`config.mk`:
```
export PLATFORM = sky130hd
export DESIGN_NAME = shift_counter_sequencer_flat
export DESIGN_NICKNAME = d
export VERILOG_FILES = /design/src/rtl/shift_counter_sequencer_pkg.sv /design/src/rtl/shift_counter_sequencer_if.sv /design/src/rtl/shift_counter_core.sv /design/src/rtl/shift_counter_sequencer.sv /design/src/flat_wrapper.sv
export SDC_FILE = /design/constraint.sdc
export NUM_CORES = 1
export LEC_CHECK = 0
export CAP_MARGIN = 20
export CORE_MARGIN = 1
export CORE_UTILIZATION = 45
export DETAILED_ROUTE_END_ITERATION = 8
export PLACE_DENSITY = 0.77
export RECOVER_POWER = 50
export SLEW_MARGIN = 20
export SYNTH_ARGS = -nofsm -noshare
export SYNTH_HDL_FRONTEND = slang
export SYNTH_SLANG_ARGS = --single-unit
```
`constraint.sdc`:
```
create_clock -name clk -period 4.9 [get_ports clk]
set_clock_uncertainty 0.1 [all_clocks]
set_input_delay 1.225 -clock clk [delete_from_list [all_inputs] [get_ports clk]]
set_output_delay 1.225 -clock clk [all_outputs]
set_load 0.05 [all_outputs]
```
`src/rtl/shift_counter_sequencer_pkg.sv`:
```
// Shared definitions for the shift-register counter sequencer: mode codes,
// FSM state encoding and the ring-mode zero-seed substitute.
package shift_counter_sequencer_pkg;

  localparam logic MODE_RING    = 1'b0;
  localparam logic MODE_JOHNSON = 1'b1;

  typedef enum logic [1:0] {
    ST_IDLE = 2'd0,
    ST_RUN  = 2'd1,
    ST_DONE = 2'd2
  } state_e;

  localparam int unsigned MAX_WIDTH = 64;

  // Single 1 in the first stage (bit width-1), so a ring never locks at zero.
  function automatic logic [MAX_WIDTH-1:0] ring_zero_seed(input int unsigned width);
    return {{(MAX_WIDTH-1){1'b0}}, 1'b1} << (width - 1);
  endfunction

endpackage

```
`src/rtl/shift_counter_sequencer_if.sv`:
```
// Command handshake and status bundle between a host sequencer and the
// shift-register counter controller.
interface shift_counter_sequencer_if #(
  parameter int unsigned WIDTH  = 4,
  parameter int unsigned STEP_W = 8
);

  logic              cmd_valid;
  logic              cmd_ready;
  logic              cmd_mode;
  logic [WIDTH-1:0]  cmd_seed;
  logic [STEP_W-1:0] cmd_steps;
  logic              abort;
  logic [WIDTH-1:0]  q;
  logic              busy;
  logic              done;
  logic [STEP_W-1:0] steps_done;

  modport master (
    output cmd_valid, cmd_mode, cmd_seed, cmd_steps, abort,
    input  cmd_ready, q, busy, done, steps_done
  );

  modport slave (
    input  cmd_valid, cmd_mode, cmd_seed, cmd_steps, abort,
    output cmd_ready, q, busy, done, steps_done
  );

endinterface

```
`src/rtl/shift_counter_core.sv`:
```
// WIDTH-bit shift register with synchronous clear, parallel load and a
// ring/Johnson feedback selected by mode; q[WIDTH-1] is the first stage.
module shift_counter_core
  import shift_counter_sequencer_pkg::*;
#(
  parameter int unsigned WIDTH = 4
) (
  input  logic             clk,
  input  logic             clear,
  input  logic             load,
  input  logic [WIDTH-1:0] seed,
  input  logic             shift_en,
  input  logic             mode,
  output logic [WIDTH-1:0] q
);

  logic feedback;

  always_comb begin
    feedback = (mode == MODE_JOHNSON) ? ~q[0] : q[0];
  end

  always_ff @(posedge clk) begin
    if (clear) begin
      q <= '0;
    end else if (load) begin
      q <= seed;
    end else if (shift_en) begin
      q <= {feedback, q[WIDTH-1:1]};
    end
  end

endmodule

```
`src/rtl/shift_counter_sequencer.sv`:
```
// Command-driven controller: accepts mode/seed/steps, shifts the counter
// once per clock for the requested steps, then pulses done for one cycle.
module shift_counter_sequencer
  import shift_counter_sequencer_pkg::*;
#(
  parameter int unsigned WIDTH  = 4,
  parameter int unsigned STEP_W = 8
) (
  input  logic                     clk,
  input  logic                     clear,
  shift_counter_sequencer_if.slave bus
);

  localparam logic [WIDTH-1:0] RING_ZERO_SEED = WIDTH'(ring_zero_seed(WIDTH));

  state_e            state, state_nx;
  logic              mode_r;
  logic [STEP_W-1:0] steps_r;
  logic [STEP_W-1:0] steps_done_r;
  logic [STEP_W-1:0] steps_inc;
  logic              accept;
  logic              load;
  logic              shift_en;
  logic [WIDTH-1:0]  load_seed;

  always_comb begin
    steps_inc = steps_done_r + STEP_W'(1);
    load_seed = (bus.cmd_mode == MODE_RING && bus.cmd_seed == '0) ? RING_ZERO_SEED
                                                                  : bus.cmd_seed;
  end

  always_ff @(posedge clk) begin
    if (clear) begin
      state <= ST_IDLE;
    end else begin
      state <= state_nx;
    end
  end

  // abort takes priority over the final-step exit, so no shift happens on that edge.
  always_comb begin
    state_nx = state;
    accept   = 1'b0;
    load     = 1'b0;
    shift_en = 1'b0;
    unique case (state)
      ST_IDLE: begin
        if (bus.cmd_valid) begin
          accept   = 1'b1;
          load     = 1'b1;
          state_nx = (bus.cmd_steps != '0) ? ST_RUN : ST_DONE;
        end
      end
      ST_RUN: begin
        if (bus.abort) begin
          state_nx = ST_DONE;
        end else begin
          shift_en = 1'b1;
          if (steps_inc == steps_r) begin
            state_nx = ST_DONE;
          end
        end
      end
      ST_DONE: state_nx = ST_IDLE;
      default: state_nx = ST_IDLE;
    endcase
  end

  always_ff @(posedge clk) begin
    if (clear) begin
      mode_r       <= MODE_RING;
      steps_r      <= '0;
      steps_done_r <= '0;
    end else if (accept) begin
      mode_r       <= bus.cmd_mode;
      steps_r      <= bus.cmd_steps;
      steps_done_r <= '0;
    end else if (shift_en) begin
      steps_done_r <= steps_inc;
    end
  end

  shift_counter_core #(
    .WIDTH (WIDTH)
  ) u_core (
    .clk      (clk),
    .clear    (clear),
    .load     (load),
    .seed     (load_seed),
    .shift_en (shift_en),
    .mode     (mode_r),
    .q        (bus.q)
  );

  assign bus.cmd_ready  = (state == ST_IDLE);
  assign bus.busy       = (state == ST_RUN);
  assign bus.done       = (state == ST_DONE);
  assign bus.steps_done = steps_done_r;

endmodule

```
`src/flat_wrapper.sv`:
```
// flat-port wrapper written by rule: the top's interface ports become plain ports
module shift_counter_sequencer_flat import shift_counter_sequencer_pkg::*;
#(
  parameter int unsigned WIDTH  = 4,
  parameter int unsigned STEP_W = 8
)
  (clk, clear, bus_cmd_valid, bus_cmd_mode, bus_cmd_seed, bus_cmd_steps, bus_abort, bus_cmd_ready, bus_q, bus_busy, bus_done, bus_steps_done);
  shift_counter_sequencer_if #(.WIDTH(WIDTH), .STEP_W(STEP_W)) bus_i ();
  input  logic clk;
  input  logic clear;
  input wire logic [$bits(bus_i.cmd_valid)-1:0] bus_cmd_valid;
  input wire logic [$bits(bus_i.cmd_mode)-1:0] bus_cmd_mode;
  input wire logic [$bits(bus_i.cmd_seed)-1:0] bus_cmd_seed;
  input wire logic [$bits(bus_i.cmd_steps)-1:0] bus_cmd_steps;
  input wire logic [$bits(bus_i.abort)-1:0] bus_abort;
  output wire logic [$bits(bus_i.cmd_ready)-1:0] bus_cmd_ready;
  output wire logic [$bits(bus_i.q)-1:0] bus_q;
  output wire logic [$bits(bus_i.busy)-1:0] bus_busy;
  output wire logic [$bits(bus_i.done)-1:0] bus_done;
  output wire logic [$bits(bus_i.steps_done)-1:0] bus_steps_done;
  assign bus_i.cmd_valid = bus_cmd_valid;
  assign bus_i.cmd_mode = bus_cmd_mode;
  assign bus_i.cmd_seed = bus_cmd_seed;
  assign bus_i.cmd_steps = bus_cmd_steps;
  assign bus_i.abort = bus_abort;
  assign bus_cmd_ready = bus_i.cmd_ready;
  assign bus_q = bus_i.q;
  assign bus_busy = bus_i.busy;
  assign bus_done = bus_i.done;
  assign bus_steps_done = bus_i.steps_done;
  shift_counter_sequencer #(.WIDTH(WIDTH), .STEP_W(STEP_W)) u_core (.clk(clk), .clear(clear), .bus(bus_i));
endmodule
```
Word-level counts from Yosys, hierarchy flattened
Index checks and enable logic that the tools add are counted.

Bits in registers: 23. Latch bits: 0. RAM bits: 0. Bits in read-only memories: 0. Bits of input ports: 17. Output and inout bits: 15. Word-level logic and storage cells: 33. Memories: 0.

Add/sub/neg operators: 1. Multipliers: 0. Divide/modulo/power cells: 0. $lt $le $gt $ge: 0. Equal/unequal tests: 5. Shifts and indexed selects: 0. Muxes and demuxes: 13. Bitwise gates (word level): 2. Reduce and logical (&&, ||, !) cells: 7.

Operators with widths (number): $mux 4 (3); $add 8x1->8 const B (1); $eq 8x8->1 (1); $mux 2 (4); $reduce_bool 8->1 (1); $mux 1 (5); $logic_not 4->1 (1); $pmux 2 s2 (1); $ne 3x2->1 const B (1); $eq 2x1->1 const B (1); $eq 2x2->1 const B (1); $logic_not 2->1 (1); $ne 2x2->1 const B (1); $not 1->1 (2); $reduce_and 2->1 (1); $reduce_bool 2->1 (1); $reduce_or 2->1 (1); $logic_and 1x1->1 (1).

Logic depth before layout (Yosys ltp)
Depth after elaboration: 5. Gate-level depth with buffers: 7. Gate-level depth less buffers: 7.

Cells and area by module
A second synthesis with hierarchy kept.

Cells, all modules: 146. Area total of the unflattened synthesis: 1208.7 sq um.

By module, submodules not included: shift_counter_sequencer (instances 1, cells each 127, area an instance 1007.2 sq um); shift_counter_core (instances 1, cells each 19, area an instance 201.4 sq um).

Worst setup path after synthesis
No wires, ideal clock.

Path kind: register to output. From: register u_core.state[0]. To: output bus_busy. Arrival: 1.171 ns. Setup slack: 2.404 ns. Stages on the path, launching flop included: 2. Cell sequence: dfxtp_1 > nor2b_1.

Word-level cells in the longest chain between the ends: 1.

RTL lines: start, declared (line shift_counter_sequencer.sv:16) `state_e state, state_nx;`; start signal, assigned (line shift_counter_sequencer.sv:36) `state <= state_nx;`; $eq 2x1->1 (line shift_counter_sequencer.sv:96) `assign bus.busy = (state == ST_RUN);`; end, declared (line flat_wrapper.sv:18) `output wire logic [$bits(bus_i.busy)-1:0] bus_busy;`.

Every way passes these cells.

Final worst setup path
Ends and elaborated chain as after synthesis.

==> impl_results.md <==
* Cts hold-fix bufs at 0
* Initial Util at 49.6%
* WP data required at 3580 ps
* Share of layout cells above drive strength 1 at 6.01%
* Inserted Diodes at 0
* CP Launch Point: u_core.state[0]$_SDFFE_PP0P_
* Worst-path maximum fanout at 7
* Slew HR at 56.9%
* Worst-case clock buffer depth at 2
* Die H at ~55 microns
* Max Slew Vio Count at 0
* Core Box Area at 0.00257 sq mm
* RSZ-0062 raised after global routing: no
* Site Rows at 18
* Critical path capture point type: output port
* Setup bufs post-CTS at 0
* First-pass iteration count of the detailed router at 4
* Min-delay worst type: reg2reg
* Peak supply drop at between 0.2 and 0.25 mV
* Port Buffer Count at 31
* Status: finished, final reports clean
* Total wire length at 2.86 mm
* Worst Path Arrival at 1830 ps
* Yosys top cell area share at between 30% and 40%
* Syn. warnings at 0
* Area grow syn2layout at 25.8%
* Gr ovfl total at 0
* Worst Tran Pin Value at 645 ps
* Achievable frequency at around 320 MHz
* Fill cells at roughly 240
* Final setup viols at 0
* Number of synthesized flops with an enable pin at 0
* Total number of vias at 1180
* Final period utilization at 64.4%
* Top cells by area, synth: dfxtp_1 36%, nand2_1 8.0%, xnor2_1 6.2%, a21oi_1 5.5%, nor2_1 5.0%
* 1st-iter DRT viols at 37
* Nets at about 200
* H-Tree Depth at 1
* First-pass GRT wire length at between 4 and 5 mm
* Antenna violations before repair at 0
* Seq cells post-synth at 23
* Setup CP Type: reg2out
* Leading cell types in the layout, fill and taps excluded: 29 x clkdlybuf4s50_1, 27 x nand2_1, 23 x dfxtp_1
* Syn nets at around 170
* Pwr Total at 0.409 mW
* Num CTS Buffers at 3
* Drc violations at 0
* TNS Setup at 0 ps
* Syn Inst Count at 156
* IO Pins at 32
* DR WL/cell at 13.4 microns
* Fin. Hold Viols at 0
* Top FF cell, synth: dfxtp_1
* Crit path time final at 3150 ps
* Final ANT Viol Nets at 0
* Final GP Congestion at approximately 0.85
* Reg clk slew, reported paths at ~130 ps
* CTS resizes at 0
* Synth cell types at 38
* Die width at 55.2 microns
* Vias in the first global route at 1029
* Worst setup SP type: register
* Worst R2R Start: u_core.bus.steps_done[0]$_SDFFE_PP0P_
* Cell taking the most area after synthesis: dfxtp_1
* Synthesized area per cell at between 8 and 9 sq um
* Largest net degree at the start of global routing at 18
* Max Cap Viol at 0
* Hpwl dp at 2.19 mm
* Die ar. at 0.00305 sq mm
* Worst-skew pair later-pin latency at 320 ps
* Pwr per Cell Area at 255 mW/mm^2
* CTS sink cnt at 23
* Worst Hold Launch: u_core.steps_r[1]$_SDFFE_PP0P_
* Async S/R FF share, synth at 0%
* All-layer global routing usage at slightly below 20%
* DR vias/cell at between 5 and 6
* Mapped Area at 0.00127 sq mm
* Leak pwr at 0.542 nW
* Clk root buf: clkbuf_4
* CTS tree: done
* Leading cell type in the layout, fill and taps excluded: clkdlybuf4s50_1
* Register area share after synthesis at 36.1%
-- worst max-delay path, cell delays in order (launching register included) --
cell             delay (ps)
dfxtp_1                 450
nor2b_1                 230
clkdlybuf4s50_1         830
-- kinds of logic after synthesis --
kind of cell | after synthesis | synth area share [%]
AND/OR/NAND/NOR | 72 | 29.7
AO/OA/AOI/OAI | 33 | 16.1
flip-flops | 23 | 36.1
XOR/XNOR | 15 | 10.3
buffers and inverters | 8 | 3.63
multiplexers | 4 | 3.14
adder cells (fa/ha/maj) | 1 | 0.982
-- path summary, 6_finish.rpt --
kind	to	slack [ps]	cells after the start
max reg2reg	u_core.state[0]$_SDFFE_PP0P_	2680	7
min reg2reg	u_core.steps_r[1]$_SDFFE_PP0P_	380	2
min	u_core.steps_r[1]$_SDFFE_PP0P_	380	2
max	bus_busy	1750	2
-- power by group --
group          leakage, nW  total, mW  internal [mW]  switching (mW)
Sequential           0.188      0.211          0.198          0.0122
Clock               0.0177     0.0879         0.0306          0.0573
Combinational        0.336      0.111         0.0470          0.0640
Total                0.542      0.409          0.276           0.133
-- layout make-up --
type                    count  area (sq um)  share of cell area, %
multi-input cells         125           767                   47.9
flip-flops and latches     23           460                   28.7
repair buffers             31           310                   19.4
well taps                  30          37.5                   2.34
clock buffers               3          22.5                   1.41
clock inverters             1          5.00                  0.312
-- cells in the mapped netlist, types with 4 or more instances --
library cell / count
nor4_1: 4
xor2_1: 6
nand2_1: 27
mux2i_1: 4
clkbuf_1: 4
a21oi_1: 14
dfxtp_1: 23
xnor2_1: 9
nor2b_1: 5
nand2b_1: 4
o21ai_0: 4
nor2_1: 17
-- metal layers --
metal	part of all wire, %	global-route usage, %	up-vias
met5	0	0	-
met4	1.6	7.50	0
met3	4.2	2.11	5
met2	49	32.0	34
met1	45	25.5	545
li1	-	-	596
-- sequential cells by signal, indices dropped and copies added (netlist names) --
| signal | cells |
|---|---|
| u_core.bus.steps_done | 8 |
| u_core.mode_r | 1 |
| u_core.state | 2 |
| u_core.steps_r | 8 |
| u_core.u_core.q | 4 |
-- metrics by stage --
stage	cell area [sq um]	util, %	std cells	hold WS, ps	setup WS, ps
4_1_cts	1600	62.4	213	383	1720
2_1_floorplan	1270	-	156	345	2400
6_report	1600	62.4	213	384	1750
3_3_place_gp	1580	61.4	209	360	2070
3_5_place_dp	1580	61.4	209	365	2040
5_1_grt	1600	62.4	213	404	1630
No activity file was read; power rests on OpenSTA's default activity.
